### src/rtl/dmem_arbiter.sv
// Round-robin arbiter sharing a single-port data memory between the load/store unit (port 0)
// and a DMA/debug master (port 1), with bounded lock bursts and registered responses.
//
// state | meaning
// IDLE  | no owner; contested cycles follow round-robin on last
// OWN0  | port 0 holds the lock; wins contested cycles while hold < MAX_HOLD
// OWN1  | port 1 holds the lock; wins contested cycles while hold < MAX_HOLD
module dmem_arbiter #(
    parameter int ADDR_W   = 5,
    parameter int DATA_W   = 16,
    parameter int MAX_HOLD = 4
) (
    input  logic              clk,
    input  logic              rst,
    input  logic              r0_req,
    input  logic              r0_we,
    input  logic              r0_lock,
    input  logic [ADDR_W-1:0] r0_addr,
    input  logic [DATA_W-1:0] r0_wdata,
    output logic              r0_gnt,
    output logic              r0_ack,
    output logic [DATA_W-1:0] r0_rdata,
    input  logic              r1_req,
    input  logic              r1_we,
    input  logic              r1_lock,
    input  logic [ADDR_W-1:0] r1_addr,
    input  logic [DATA_W-1:0] r1_wdata,
    output logic              r1_gnt,
    output logic              r1_ack,
    output logic [DATA_W-1:0] r1_rdata,
    output logic              mem_we,
    output logic [ADDR_W-1:0] mem_addr,
    output logic [DATA_W-1:0] mem_din,
    input  logic [DATA_W-1:0] mem_dout
);

    typedef enum logic [1:0] {IDLE, OWN0, OWN1} owner_t;

    localparam logic [3:0] HOLD_MAX = 4'(MAX_HOLD);

    owner_t     owner;
    logic       last;
    logic [3:0] hold;

    logic   g0, g1;
    logic   hold_ok;
    logic   g_lock, other_req;
    owner_t g_own;

    always_comb begin
        g0      = 1'b0;
        g1      = 1'b0;
        hold_ok = (hold < HOLD_MAX);
        // Grants are suppressed during reset so nothing reaches the memory.
        if (!rst) begin
            if (r0_req && !r1_req) begin
                g0 = 1'b1;
            end else if (r1_req && !r0_req) begin
                g1 = 1'b1;
            end else if (r0_req && r1_req) begin
                if (owner == OWN0 && r0_lock && hold_ok)
                    g0 = 1'b1;
                else if (owner == OWN1 && r1_lock && hold_ok)
                    g1 = 1'b1;
                else if (last)
                    g0 = 1'b1;
                else
                    g1 = 1'b1;
            end
        end
    end

    always_comb begin
        g_lock    = g1 ? r1_lock : r0_lock;
        other_req = g1 ? r0_req  : r1_req;
        g_own     = g1 ? OWN1    : OWN0;
    end

    assign r0_gnt   = g0;
    assign r1_gnt   = g1;
    assign mem_addr = g1 ? r1_addr  : r0_addr;
    assign mem_din  = g1 ? r1_wdata : r0_wdata;
    assign mem_we   = (g0 & r0_we) | (g1 & r1_we);

    always_ff @(posedge clk or posedge rst) begin
        if (rst) begin
            owner    <= IDLE;
            last     <= 1'b1;
            hold     <= 4'd0;
            r0_ack   <= 1'b0;
            r1_ack   <= 1'b0;
            r0_rdata <= '0;
            r1_rdata <= '0;
        end else begin
            r0_ack <= g0;
            r1_ack <= g1;
            if (g0 && !r0_we)
                r0_rdata <= mem_dout;
            if (g1 && !r1_we)
                r1_rdata <= mem_dout;

            if (g0 || g1) begin
                last <= g1;
                if (g_lock) begin
                    owner <= g_own;
                    // Only contested grants to the same owner count toward the limit.
                    if (owner == g_own && other_req)
                        hold <= (hold >= HOLD_MAX) ? HOLD_MAX : 4'(hold + 4'd1);
                    else
                        hold <= 4'd1;
                end else begin
                    owner <= IDLE;
                    hold  <= 4'd0;
                end
            end else begin
                owner <= IDLE;
                hold  <= 4'd0;
            end
        end
    end

endmodule

### config.mk
export PLATFORM = sky130hd
export DESIGN_NAME = dmem_arbiter
export DESIGN_NICKNAME = d
export VERILOG_FILES = /design/src/rtl/dmem_arbiter.sv
export SDC_FILE = /design/constraint.sdc
export NUM_CORES = 1
export LEC_CHECK = 0
export ABC_AREA = 1
export CAP_MARGIN = 20
export CORE_UTILIZATION = 30
export DETAILED_ROUTE_END_ITERATION = 16
export GPL_TIMING_DRIVEN = 1
export PLACE_DENSITY = 0.62
export REMOVE_ABC_BUFFERS = 1
export SYNTH_ARGS = -nofsm -noshare
export SYNTH_HDL_FRONTEND = slang
export SYNTH_SLANG_ARGS = --single-unit
### constraint.sdc
create_clock -name clk -period 2 [get_ports clk]
set_input_delay 0.3 -clock clk [delete_from_list [all_inputs] [get_ports clk]]
set_output_delay 0.3 -clock clk [all_outputs]
set_load 0.01 [all_outputs]
### After elaboration in Yosys (flattened, before gate mapping)

Index checks and enable logic that the tools add are counted.

* bits in registers: 41
* input bits: 66
* word-level logic and storage cells: 56

* add/subtract/negate cells: 1
* $lt $le $gt $ge: 2
* equality and inequality tests: 3
* mux-type cells: 25
* bitwise logic cells: 3
* reductions and logical operators: 15

Operators by type and width (number)
* two-way mux 1 bit: 16
* two-way mux 16 bit: 1
* two-way mux 4 bit: 4
* logical AND 1 bit: 10
* two-way mux 2 bit: 3
* two-way mux 5 bit: 1
* adder 4 x 1 -> 4 bit (second input constant): 1
* >= comparator 4 x 3 -> 1 bit (second input constant): 1
* zero test 1 bit: 4
* less-than comparator 4 x 3 -> 1 bit (second input constant): 1
* AND 1 bit: 2
* == test 2 x 1 -> 1 bit (second input constant): 1
* == test 2 bit: 1
* == test 2 bit (second input constant): 1
* logical OR 1 bit: 1
* bitwise OR 1 bit: 1

### Logic depth before layout (Yosys ltp)

Gate-level depths: netlist of the first run.

* depth in word-level cells: 15
* mapped depth: 13

### Worst setup path before layout of the first run

Ideal clock, no wire load.

* path type: input port to flip-flop
* start: input port rst
* end: register hold[2]
* library setup time: 117 ps
* arrival time: 1610 ps
* slack: 274 ps
* cell stages on the path: 6
* path buffers: 0
* cells stage by stage: inv_1 a21oi_1 nand2_1 nor2_1 nand2_1 nor2_1

* word-level cells in the longest chain between the ends: 7

RTL lines
* from (decl): RTL line 14 `input logic rst,`
* two-way mux 1 bit: RTL line 55 `if (!rst) begin`
* two-way mux 2 bit: RTL line 76 `g_own = g1 ? OWN1 : OWN0;`
* == test 2 bit: RTL line 107 `if (owner == g_own && other_req)`
* logical AND 1 bit: RTL line 107
* two-way mux 4 bit: RTL line 107
* two-way mux 4 bit: RTL line 104 `if (g_lock) begin`
* two-way mux 4 bit (*): RTL line 102 `if (g0 || g1) begin`
* to (signal assigned): RTL line 108 `hold <= (hold >= HOLD_MAX) ? HOLD_MAX : 4'(hold + 4'd1);`
* to (decl): RTL line 43 `logic [3:0] hold;`

Mark *: on every way between the ends. The rest lies on a longest branch, timed or not.
A chain may end at the register's enable or synchronous reset.

### Worst setup path in the final report of the first run

* start: register hold[2]
* end: output port mem_addr[1]

* word-level cells in the longest chain between the ends: 9

RTL lines
* less-than comparator 4 x 3 -> 1 bit (*): RTL line 53 `hold_ok = (hold < HOLD_MAX);`
* logical AND 1 bit: RTL line 63 `else if (owner == OWN1 && r1_lock && hold_ok)`
* two-way mux 1 bit: RTL line 63
* two-way mux 1 bit (*): RTL line 61 `if (owner == OWN0 && r0_lock && hold_ok)`
* two-way mux 1 bit (*): RTL line 60 `end else if (r0_req && r1_req) begin`
* two-way mux 1 bit (*): RTL line 58 `end else if (r1_req && !r0_req) begin`
* two-way mux 1 bit (*): RTL line 56 `if (r0_req && !r1_req) begin`
* two-way mux 1 bit (*): RTL line 55
* two-way mux 5 bit (*): RTL line 81 `assign mem_addr = g1 ? r1_addr : r0_addr;`
* to (decl): RTL line 32 `output logic [ADDR_W-1:0] mem_addr,`

Marks and branches as above.

==> results by group, run 1 <==
Job
  • Maxcap violations: 0

Pwr
  • Power share of the combinational group: 0.391
  • Fraction of power consumed by sequential logic: 0.396
  • Clock network fraction of design power: 0.213
  • Int Power: 1.92 mW
  • Largest vdd supply drop: 0.506 mV
  • Static Leak: 1.94 nW
  • Net switching power figure: 0.849 mW
  • Switching portion of total power: 0.307
  • PD cells: 712 nW/um2

Global routing
  • First-pass GRT wire length: 10.8 mm
  • Pin count of the biggest net entering global routing: 42
  • Overall routing resource usage: 0.186
  • Vias in the first global route: 2361
  • Antenna violations before repair: 0
  • Total gr overflow: 0

Placement
  • Instance area at placement: 3610 um2
  • Hpwl dp: 5.06 mm
  • Quantity of I/O buffers inserted on ports: 123
  • Placer congestion estimate: 0.738
  • Post-place setup slack: -422 ps
  • Placed cell count: 496

Timing
  • Slew @ Worst Pin: 519 ps
  • Worst Skew: 2.82 ps
  • Post-layout min period: 1970 ps
  • Max_slew headroom: 0.654
  • Final number of max-transition violations: 0
  • Least setup slack across all paths after layout: 30.2 ps
  • Setup repair after global routing missed its margin: yes
  • Setup violations, final: 0
  • Fmax: 0.508 GHz
  • Portion of the clock cycle consumed by the worst path in the final layout: 0.985
  • Final Hold Violating Endpoints: 0

Clock tree
  • Root buffer cell: sky130_fd_sc_hd__clkbuf_8
  • Clock-pin slew on the worst setup and hold paths: 80 ps
  • CTS Buf Count: 5
  • Number of buffers on the longest clock path: 2
  • TritonCTS clock tree: built
  • Clock latency reported for the late side of the worst-skew pair: 290 ps
  • Clock Sink Count: 41
  • Level count of the clock H-tree: 2

Final layout
  • Area growth from synthesis to final layout: 79.4%
  • Layout Cell Area excl Fill: 3890 um2
  • Final standard cell count with taps included and fillers excluded: 520
  • Share of final-layout standard cells stronger than drive strength 1: 0.300
  • Diode count: 0
  • Fillcell total: 679
  • Final net count: 490

Setup path
  • Kind of end point of the critical path: output pin
  • Startpoint-to-endpoint class of the critical path: reg -> out
  • Worst-path fanout max: 6
  • CP top delay family: simple AND/OR/NAND/NOR gates
  • Data arrival time of the critical path: 1670 ps
  • Cell type with the highest occurrence count on the critical path: sky130_fd_sc_hd__nand2_2
  • Buf/Inv on CP: 3
  • Ordered list of cells on the worst path: nor2_2, nand3_1, nand2_2, nand2_4, nand2_8, clkinv_8, clkbuf_16, nand2_2, nand2_1, buf_2
  • Master of the slowest instance on the critical path: sky130_fd_sc_hd__dfrtp_1
  • Peak per-stage delay on the critical path: 380 ps
  • Category of the worst setup path launch point: flip-flop
  • Required time of the worst setup path: 1700 ps

Yosys
  • Post-synthesis cell type count: 27
  • Seq/Total Area, Yosys: 0.473
  • Post-synth top area cell: sky130_fd_sc_hd__dfrtp_1
  • Synth Flop Type: sky130_fd_sc_hd__dfrtp_1
  • Post-Synth XOR/XNOR Area: 0
  • Ranking of synthesized cells by area: sky130_fd_sc_hd__dfrtp_1 (46%), sky130_fd_sc_hd__nand2_1 (20%), sky130_fd_sc_hd__nand2_4 (6.2%)
  • Dominant combinational cell family by area after synthesis: simple AND/OR/NAND/NOR gates
  • Synthesized-area fraction occupied by ao, oa, aoi and oai cells: 0.0461
  • Fraction of registers with async set or reset after synthesis: 1.00
  • Register bit count reported by yosys: 41
  • Yosys top cell area share: 0.461
  • Number of enable-type register cells in the synthesized netlist: 0
  • Syn Std Cell Area: 2170 um2
  • Multiplexer area fraction after synthesis: 0
  • Commonest cells post-synth: sky130_fd_sc_hd__nand2_1 (118), sky130_fd_sc_hd__dfrtp_1 (40), sky130_fd_sc_hd__nand3_1 (20), sky130_fd_sc_hd__o21ai_1 (16)
  • Post-Syn Instances: 265
  • Count of yosys warnings during synthesis: 0
  • Post-synthesis simple-gate area fraction: 0.400
  • Most used standard cell by instance count after synthesis: sky130_fd_sc_hd__nand2_1
  • Adder-Cell Fraction of Synth Area: 0.00577
  • Post-Synthesis Mean Instance Area: 8.19 um2

Route
  • Number of DRC violations after detailed routing: 0
  • WL per Instance: 13.6 um
  • Total number of vias: 2277
  • Post-DR vias/cell: 4.38
  • DRT Pass-1 Iters: 4
  • Drt first-iter violations: 62
  • Detail Route Antenna Nets: 0
  • Wirelength, routed: 7.08 mm

Outcome
  • Run status: completed

Floorplanning
  • Core area: 6910 um2
  • Number of placed I/O pins: 124
  • Area of the die: 7580 um2
  • Die outline width: 87.0 um
  • Die boundary height: 87.0 um
  • Initial standard-cell utilization of the core: 0.314
  • Number of placement rows: 30

Worst hold path
  • Tightest Hold Check Type: reg -> reg
[worst min-delay path, stage by stage (launching register included)]
cell                      delay [ps]
sky130_fd_sc_hd__dfstp_2         380
sky130_fd_sc_hd__nand2_1          50
sky130_fd_sc_hd__nand2_1          40
[layout make-up]
type | instances | area [um2] | area share
clock buffers | 7 | 96.3 | 0.0248
clock inverters | 1 | 5.00 | 0.00129
inverters | 15 | 76.3 | 0.0196
multi-input cells | 198 | 1040 | 0.268
flip-flops and latches | 41 | 1030 | 0.264
well taps | 96 | 120 | 0.0309
repair buffers | 162 | 1520 | 0.391
[state kept, by name, summed over array words and instances, names as in the netlist]
register	cells
owner	2
last	1
r0_rdata	16
r1_ack	1
r1_rdata	16
r0_ack	1
hold	4
[placed cells by master (no fill, tap or decap), drive strengths merged, types with 8 or more instances in the layout]
| master | netlist | layout |
|---|---|---|
| clkdlybuf4s50 | 0 | 99 |
| clkbuf | 1 | 8 |
| nand2 | 144 | 144 |
| nand3 | 20 | 20 |
| inv | 14 | 13 |
| dfrtp | 40 | 40 |
| nor2 | 10 | 10 |
| o21ai | 17 | 17 |
| buf | 10 | 62 |
[path summary, 6_finish.rpt]
kind                                         from                 to  slack (ps)  cells past startpoint
worst max-delay path            hold[2]$_DFF_PP0_        mem_addr[1]          30                     10
min in group asynchronous                     rst  hold[1]$_DFF_PP0_         790                      5
worst max register to register  hold[2]$_DFF_PP0_  hold[0]$_DFF_PP0_          80                     15
worst min register to register   last$_DFFE_PP1P_   last$_DFFE_PP1P_         470                      2
max in group asynchronous                     rst   last$_DFFE_PP1P_         840                      5
worst min-delay path             last$_DFFE_PP1P_   last$_DFFE_PP1P_         470                      2
[repair_timing]
action | 4_1_cts | 5_1_grt
gates cloned | 2 | 1
hold buffers | 0 | 0
resized for setup | 107 | 29
setup endpoints to repair | 24 | 41
pin swaps | 6 | 13
setup buffers | 12 | 4
[power groups by stage]
stage | sequential [mW] | clock (mW) | combinational [mW]
finish | 1.10 | 0.590 | 1.08
global route | 1.12 | 0.639 | 1.17
CTS | 1.10 | 0.606 | 1.07
detailed placement | 1.12 | 0 | 1.04
global placement | 1.11 | 0 | 1.03
floorplan | 1.17 | 0 | 0.325
[cell families after synthesis]
| kind of cell | count (synthesis) |
|---|---|
| fa+ha+maj | 1 |
| flops | 41 |
| other cells | 1 |
| simple gates | 176 |
| buf+inv | 26 |
| compound gates | 20 |
[through the flow]
| step | util | hold WS [ps] | total power [mW] | setup TNS, ps |
|---|---|---|---|---|
| 2_1_floorplan | - | 417 | 1.50 | 0 |
| 3_3_place_gp | 0.523 | 454 | 2.14 | -10630 |
| 3_5_place_dp | 0.523 | 466 | 2.16 | -12370 |
| 4_1_cts | 0.548 | 479 | 2.77 | -483 |
| 5_1_grt | 0.563 | 487 | 2.93 | -1690 |
| 6_report | 0.563 | 472 | 2.77 | 0 |
[per-layer routing]
layer  track usage  vias up  routed length [um]
met5             0        -                   0
met4        0.0439        0                  71
met3        0.0654        8                 722
met2         0.347      101                3570
met1         0.199     1034                2720
li1              -     1134                   -
Power figures use the tool's default switching activity.
==> run 2, diff against run 1 <==
--- a/config.mk
+++ b/config.mk
@@ -8,6 +8,7 @@
 export ABC_AREA = 1
 export CAP_MARGIN = 20
 export CORE_UTILIZATION = 30
+export CTS_BUF_LIST = sky130_fd_sc_hd__clkbuf_8
 export DETAILED_ROUTE_END_ITERATION = 16
 export GPL_TIMING_DRIVEN = 1
 export PLACE_DENSITY = 0.62
==> constraint.sdc (replaced) <==
create_clock -name clk -period 2.2 [get_ports clk]
set_input_delay 0.33 -clock clk [delete_from_list [all_inputs] [get_ports clk]]
set_output_delay 0.33 -clock clk [all_outputs]
set_load 0.01 [all_outputs]
==> run 2 against run 1 <==
  * Combinational power shrank 17%
  * Sequential share of layout area grew 2.1 points
  * First-iteration DRC count grew 37%
  * Register-to-register slack gained 280 ps
  * Cell count shrank 3.7%
  * Clock-buffer cell count shrank 1
  * Design area shrank 7.4%
  * Critical path depth grew 1
  * Core utilization shrank 4.1 points
  * Clock skew grew 3.1 ps
  * Wire length shrank 6.7%
  * Largest power group unchanged
==> results by group, run 2 (synthesis results as in run 1) <==
Outcome
  • Run status: completed

Setup path
  • Setup slack of the most critical reg-to-reg path: 360 ps
  • Master of the slowest instance on the critical path: sky130_fd_sc_hd__clkdlybuf4s50_1
  • Category of the worst setup path launch point: primary input
  • Worst-path fanout max: 12
  • Ordered list of cells on the worst path: clkdlybuf4s50_1, nand3_1, nand2_1, nand2_2, nand2_4, nand2_8, inv_4, buf_12, nand2_1, nand2_1, clkdlybuf4s15_1
  • Required time of the worst setup path: 1870 ps
  • Kind of end point of the critical path: output pin
  • Buf/Inv on CP: 4
  • Cell type with the highest occurrence count on the critical path: sky130_fd_sc_hd__nand2_1
  • Peak per-stage delay on the critical path: 500 ps
  • Data arrival time of the critical path: 1760 ps
  • Startpoint-to-endpoint class of the critical path: in -> out
  • CP top delay family: buffers and inverters

Clock tree
  • Clock latency reported for the late side of the worst-skew pair: 290 ps
  • Postcts setup bufs: 0
  • Root buffer cell: sky130_fd_sc_hd__clkbuf_8
  • Clock-pin slew on the worst setup and hold paths: 70 ps
  • Clock Sink Count: 41
  • TritonCTS clock tree: built
  • Number of buffers on the longest clock path: 2
  • CTS Buf Count: 5
  • Number of hold-repair buffers added at the cts stage: 0
  • Level count of the clock H-tree: 2

Route
  • Detail Route Antenna Nets: 0
  • WL per Instance: 13.2 um
  • DRT Pass-1 Iters: 4
  • Wirelength, routed: 6.61 mm
  • Number of DRC violations after detailed routing: 0
  • Total number of vias: 2203
  • Drt first-iter violations: 85
  • Post-DR vias/cell: 4.40

Global routing
  • Total gr overflow: 0
  • Met3 track demand over resource: 0.0559
  • Fraction of met1 tracks used by global routing: 0.199
  • Met2 demand-to-capacity share in global routing: 0.331
  • Pin count of the biggest net entering global routing: 42
  • Antenna violations before repair: 0
  • First-pass GRT wire length: 10.3 mm
  • Overall routing resource usage: 0.180
  • Vias in the first global route: 2121
  • Most congested layer reported by global routing: met2

Final layout
  • Diode count: 0
  • Most common cell after layout, fill and taps aside: sky130_fd_sc_hd__nand2_1
  • Most frequent cells in the layout: sky130_fd_sc_hd__nand2_1 (118), sky130_fd_sc_hd__clkdlybuf4s50_1 (99), sky130_fd_sc_hd__dfrtp_1 (40)
  • End-of-flow core utilization: 0.522
  • Final net count: 471
  • Layout Cell Area excl Fill: 3600 um2
  • Area growth from synthesis to final layout: 66.1%
  • Fillcell total: 679
  • Storage cell area: 1030 um2
  • Share of final-layout standard cells stronger than drive strength 1: 0.195
  • Area taken by multi-input logic gates: 988 um2
  • Final standard cell count with taps included and fillers excluded: 501
  • Top Registers: r0_rdata (16), r1_rdata (16), hold (4)

Timing
  • Slew @ Worst Pin: 525 ps
  • Final Hold Violating Endpoints: 0
  • Worst Skew: 5.91 ps
  • Fmax: 0.479 GHz
  • Final number of max-transition violations: 0
  • Post-layout min period: 2090 ps
  • Max_slew headroom: 0.650
  • Setup TNS after final layout: 0 ps
  • Hold slack: 463 ps
  • Setup violations, final: 0
  • Portion of the clock cycle consumed by the worst path in the final layout: 0.949

Worst hold path
  • Tightest Hold Check Type: reg -> reg

Job
  • Maxcap violations: 0

Floorplanning
  • Number of placed I/O pins: 124
  • Die outline width: 87.0 um
  • Initial standard-cell utilization of the core: 0.314
  • Core area: 6910 um2
  • Die boundary height: 87.0 um
  • Area of the die: 7580 um2
  • Number of placement rows: 30

Placement
  • Hpwl dp: 4.96 mm
  • Placer congestion estimate: 0.784
  • Instance area at placement: 3590 um2
  • Quantity of I/O buffers inserted on ports: 123
  • Placed cell count: 493

Pwr
  • Largest vdd supply drop: 0.399 mV
  • PD cells: 662 nW/um2
  • Static Leak: 1.80 nW
-- run 2: cell count changes in the layout (fill, tap and decap cells not counted), sizes merged --
cell	change
buf	-42
clkbuf	+15
clkdlybuf4s15	+4
dlygate4sd2	+3
inv	+3
clkinv	-2
-- run 2: through the flow --
step,total power [mW],setup WS [ps]
detailed placement,1.96,-241
global placement,1.94,-229
global route,2.54,-17.4
finish,2.39,112
CTS,2.44,26.5
floorplan,1.36,444
-- run 2: layout make-up --
class	instances	area share
tap	96	0.0333
clock buffer	6	0.0229
multi-input combinational	198	0.274
clock inverter	2	0.00208
inverter	15	0.0184
timing repair buffer	143	0.364
sequential	41	0.285
-- run 2: worst reg2reg max path: cells and delay by family (launching register included) --
family | cells | cell delay (ps)
buffers and inverters | 5 | 550
flip-flops | 1 | 360
AND/OR/NAND/NOR | 8 | 830
-- run 2: final timing paths --
check                                   startpoint                        to  cells after the start
worst max-delay path                       r1_lock                mem_din[9]                     11
worst min-delay path              last$_DFFE_PP1P_          last$_DFFE_PP1P_                      2
worst max register to register  owner[0]$_DFF_PP0_  r0_rdata[13]$_DFFE_PP0P_                     13
worst min register to register    last$_DFFE_PP1P_          last$_DFFE_PP1P_                      2
max in group asynchronous                      rst          last$_DFFE_PP1P_                      5
min in group asynchronous                      rst         hold[1]$_DFF_PP0_                      5
-- run 2: where the power goes --
part / switching, mW / internal [mW]
Clock: 0.245 / 0.247
Combinational: 0.393 / 0.507
Sequential: 0.0982 / 0.898
Total: 0.736 / 1.65
-- run 2: what timing repair did --
action	4_1_cts	5_1_grt
cloned	0	0
resized for setup	27	38
hold endpoints to repair	0	0
setup endpoints to repair	24	22
pin swaps	1	0
-- run 2: routing by layer --
metal | vias up | wire [um]
li1 | 1101 | -
met1 | 1002 | 2650
met2 | 93 | 3190
met3 | 7 | 705
met4 | 0 | 59
met5 | - | 0
==> run 3, diff against run 2 <==
==> constraint.sdc (replaced) <==
create_clock -name clk -period 2.6 [get_ports clk]
set_input_delay 0.39 -clock clk [delete_from_list [all_inputs] [get_ports clk]]
set_output_delay 0.39 -clock clk [all_outputs]
set_load 0.01 [all_outputs]
==> run 3 against run 2 <==
  * Die area did not move
  * Combinational power fell by 14%
  * Clock skew barely moved
  * Largest cell class unchanged
  * Critical path depth fell by 2
  * Largest power group unchanged
  * Critical path type unchanged
  * Hold slack improved by 4.9 ps
==> results by group, run 3 (synthesis results as in run 1) <==
Setup path
  • Peak per-stage delay on the critical path: 530 ps
  • Ordered list of cells on the worst path: clkdlybuf4s50_1, nand3_1, nand2_2, nand2_4, nand2_8, buf_6, nand2_1, nand2_1, clkdlybuf4s50_1
  • Data arrival time of the critical path: 2130 ps
  • Setup slack of the most critical reg-to-reg path: 720 ps
  • Category of the worst setup path launch point: primary input
  • Required time of the worst setup path: 2210 ps
  • Worst-path fanout max: 18
  • Kind of end point of the critical path: output pin
  • Startpoint-to-endpoint class of the critical path: in -> out
  • Master of the slowest instance on the critical path: sky130_fd_sc_hd__clkdlybuf4s50_1

Global routing
  • Vias in the first global route: 2084
  • Met3 track demand over resource: 0.0588
  • Pin count of the biggest net entering global routing: 42
  • Total gr overflow: 0
  • Met2 demand-to-capacity share in global routing: 0.310
  • First-pass GRT wire length: 10.2 mm
  • Fraction of met1 tracks used by global routing: 0.206
  • Antenna violations before repair: 0
  • Overall routing resource usage: 0.175
  • Most congested layer reported by global routing: met2

Placement
  • Placer congestion estimate: 0.752
  • Hpwl dp: 4.92 mm
  • Placed cell count: 487
  • Post-place setup slack: 1.92 ps
  • Quantity of I/O buffers inserted on ports: 123

Floorplanning
  • Number of placed I/O pins: 124
  • Area of the die: 7580 um2
  • Number of placement rows: 30
  • Die boundary height: 87.0 um
  • Die outline width: 87.0 um
  • Initial standard-cell utilization of the core: 0.314
  • Core area: 6910 um2

Clock tree
  • Clock-pin slew on the worst setup and hold paths: 70 ps
  • Level count of the clock H-tree: 2
  • TritonCTS clock tree: built
  • Clock latency reported for the late side of the worst-skew pair: 280 ps
  • Postcts setup bufs: 0
  • Number of buffers on the longest clock path: 2
  • Clock Sink Count: 41
  • Root buffer cell: sky130_fd_sc_hd__clkbuf_8
  • CTS Buf Count: 5

Pwr
  • Static Leak: 1.86 nW
  • Largest vdd supply drop: 0.362 mV
  • Net switching power figure: 0.622 mW
  • Int Power: 1.45 mW
  • Clock network fraction of design power: 0.218
  • Switching portion of total power: 0.301
  • Fraction of power consumed by sequential logic: 0.407
  • PD cells: 562 nW/um2
  • Power share of the combinational group: 0.375

Route
  • Wirelength, routed: 6.52 mm
  • Post-DR vias/cell: 4.36
  • DRT Pass-1 Iters: 3
  • WL per Instance: 13.2 um
  • Number of DRC violations after detailed routing: 0
  • Drt first-iter violations: 65
  • Total number of vias: 2159
  • Detail Route Antenna Nets: 0

Timing
  • Hold slack: 468 ps
  • Slew @ Worst Pin: 523 ps
  • Setup TNS after final layout: 0 ps
  • Setup repair after global routing missed its margin: no
  • Final number of max-transition violations: 0
  • Least setup slack across all paths after layout: 82.4 ps
  • Fmax: 0.397 GHz
  • Worst Skew: 5.61 ps
  • Final Hold Violating Endpoints: 0
  • Setup violations, final: 0
  • Portion of the clock cycle consumed by the worst path in the final layout: 0.968
  • Post-layout min period: 2520 ps
  • Max_slew headroom: 0.652

Final layout
  • Final standard cell count with taps included and fillers excluded: 495
  • Share of final-layout standard cells stronger than drive strength 1: 0.145
  • Area growth from synthesis to final layout: 69.7%
  • Final net count: 465
  • Diode count: 0
  • Most common cell after layout, fill and taps aside: sky130_fd_sc_hd__nand2_1
  • Fillcell total: 688
  • Top Registers: r0_rdata (16), r1_rdata (16), hold (4)
  • Most frequent cells in the layout: sky130_fd_sc_hd__nand2_1 (118), sky130_fd_sc_hd__clkdlybuf4s50_1 (112), sky130_fd_sc_hd__dfrtp_1 (40)

Outcome
  • Run status: completed

Job
  • Maxcap violations: 0

Worst hold path
  • Tightest Hold Check Type: reg -> reg
[run 3: changes by cell type in the layout (fill, tap and decap cells not counted), moves of 2 or more]
cell and delta:
sky130_fd_sc_hd__buf_4 -6, sky130_fd_sc_hd__clkdlybuf4s50_1 +13, sky130_fd_sc_hd__dlymetal6s2s_1 +11, sky130_fd_sc_hd__clkbuf_2 -17, sky130_fd_sc_hd__inv_1 -2, sky130_fd_sc_hd__clkdlybuf4s15_1 -4
sky130_fd_sc_hd__dlygate4sd2_1 -3
[run 3: cell type report]
type,count,area [um2],area share
Tap cell,96,120,0.0326
Clock buffer,7,96.3,0.0262
Timing Repair Buffer,137,1380,0.376
Sequential cell,41,1030,0.279
Clock inverter,1,5.00,0.00136
Inverter,15,66.3,0.0180
Multi-Input combinational cell,198,983,0.267
[run 3: per-stage QoR]
step | instance area [um2] | util | total power, mW
final | 3680 | 0.533 | 2.07
after global routing | 3680 | 0.533 | 2.20
after CTS | 3650 | 0.529 | 2.11
after detailed placement | 3550 | 0.513 | 1.65
after global placement | 3550 | 0.513 | 1.63
after floorplan | 2080 | - | 1.15
[run 3: routing by layer]
metal | vias to the layer above | part of all wire
li1 | 1085 | -
met1 | 983 | 0.42
met2 | 89 | 0.48
met3 | 2 | 0.10
met4 | 0 | 0.0025
met5 | - | 0
[run 3: worst paths after layout]
kind	startpoint	endpoint	cells past startpoint
setup / recovery	r0_lock	mem_din[14]	9
hold / removal	last$_DFFE_PP1P_	last$_DFFE_PP1P_	2
setup reg to reg	hold[2]$_DFF_PP0_	r0_rdata[1]$_DFFE_PP0P_	12
hold reg to reg	last$_DFFE_PP1P_	last$_DFFE_PP1P_	2
max in group asynchronous	rst	last$_DFFE_PP1P_	4
min in group asynchronous	rst	r0_rdata[3]$_DFFE_PP0P_	4
[run 3: power groups by stage]
stage	clock (mW)	combinational [mW]	sequential, mW
floorplan	0	0.250	0.902
global placement	0	0.782	0.851
detailed placement	0	0.791	0.854
CTS	0.470	0.794	0.844
global route	0.499	0.848	0.856
finish	0.450	0.777	0.842
[run 3: repair_timing]
action                                  in CTS  in global routing
gates resized for setup                      1                 12
hold buffers                                 0                  0
endpoints found under the setup margin       1                 12
[run 3: worst max-delay path, delay by kind of cell]
kind,cells,cell delay [ps]
buf+inv,3,1210
simple gates,6,520
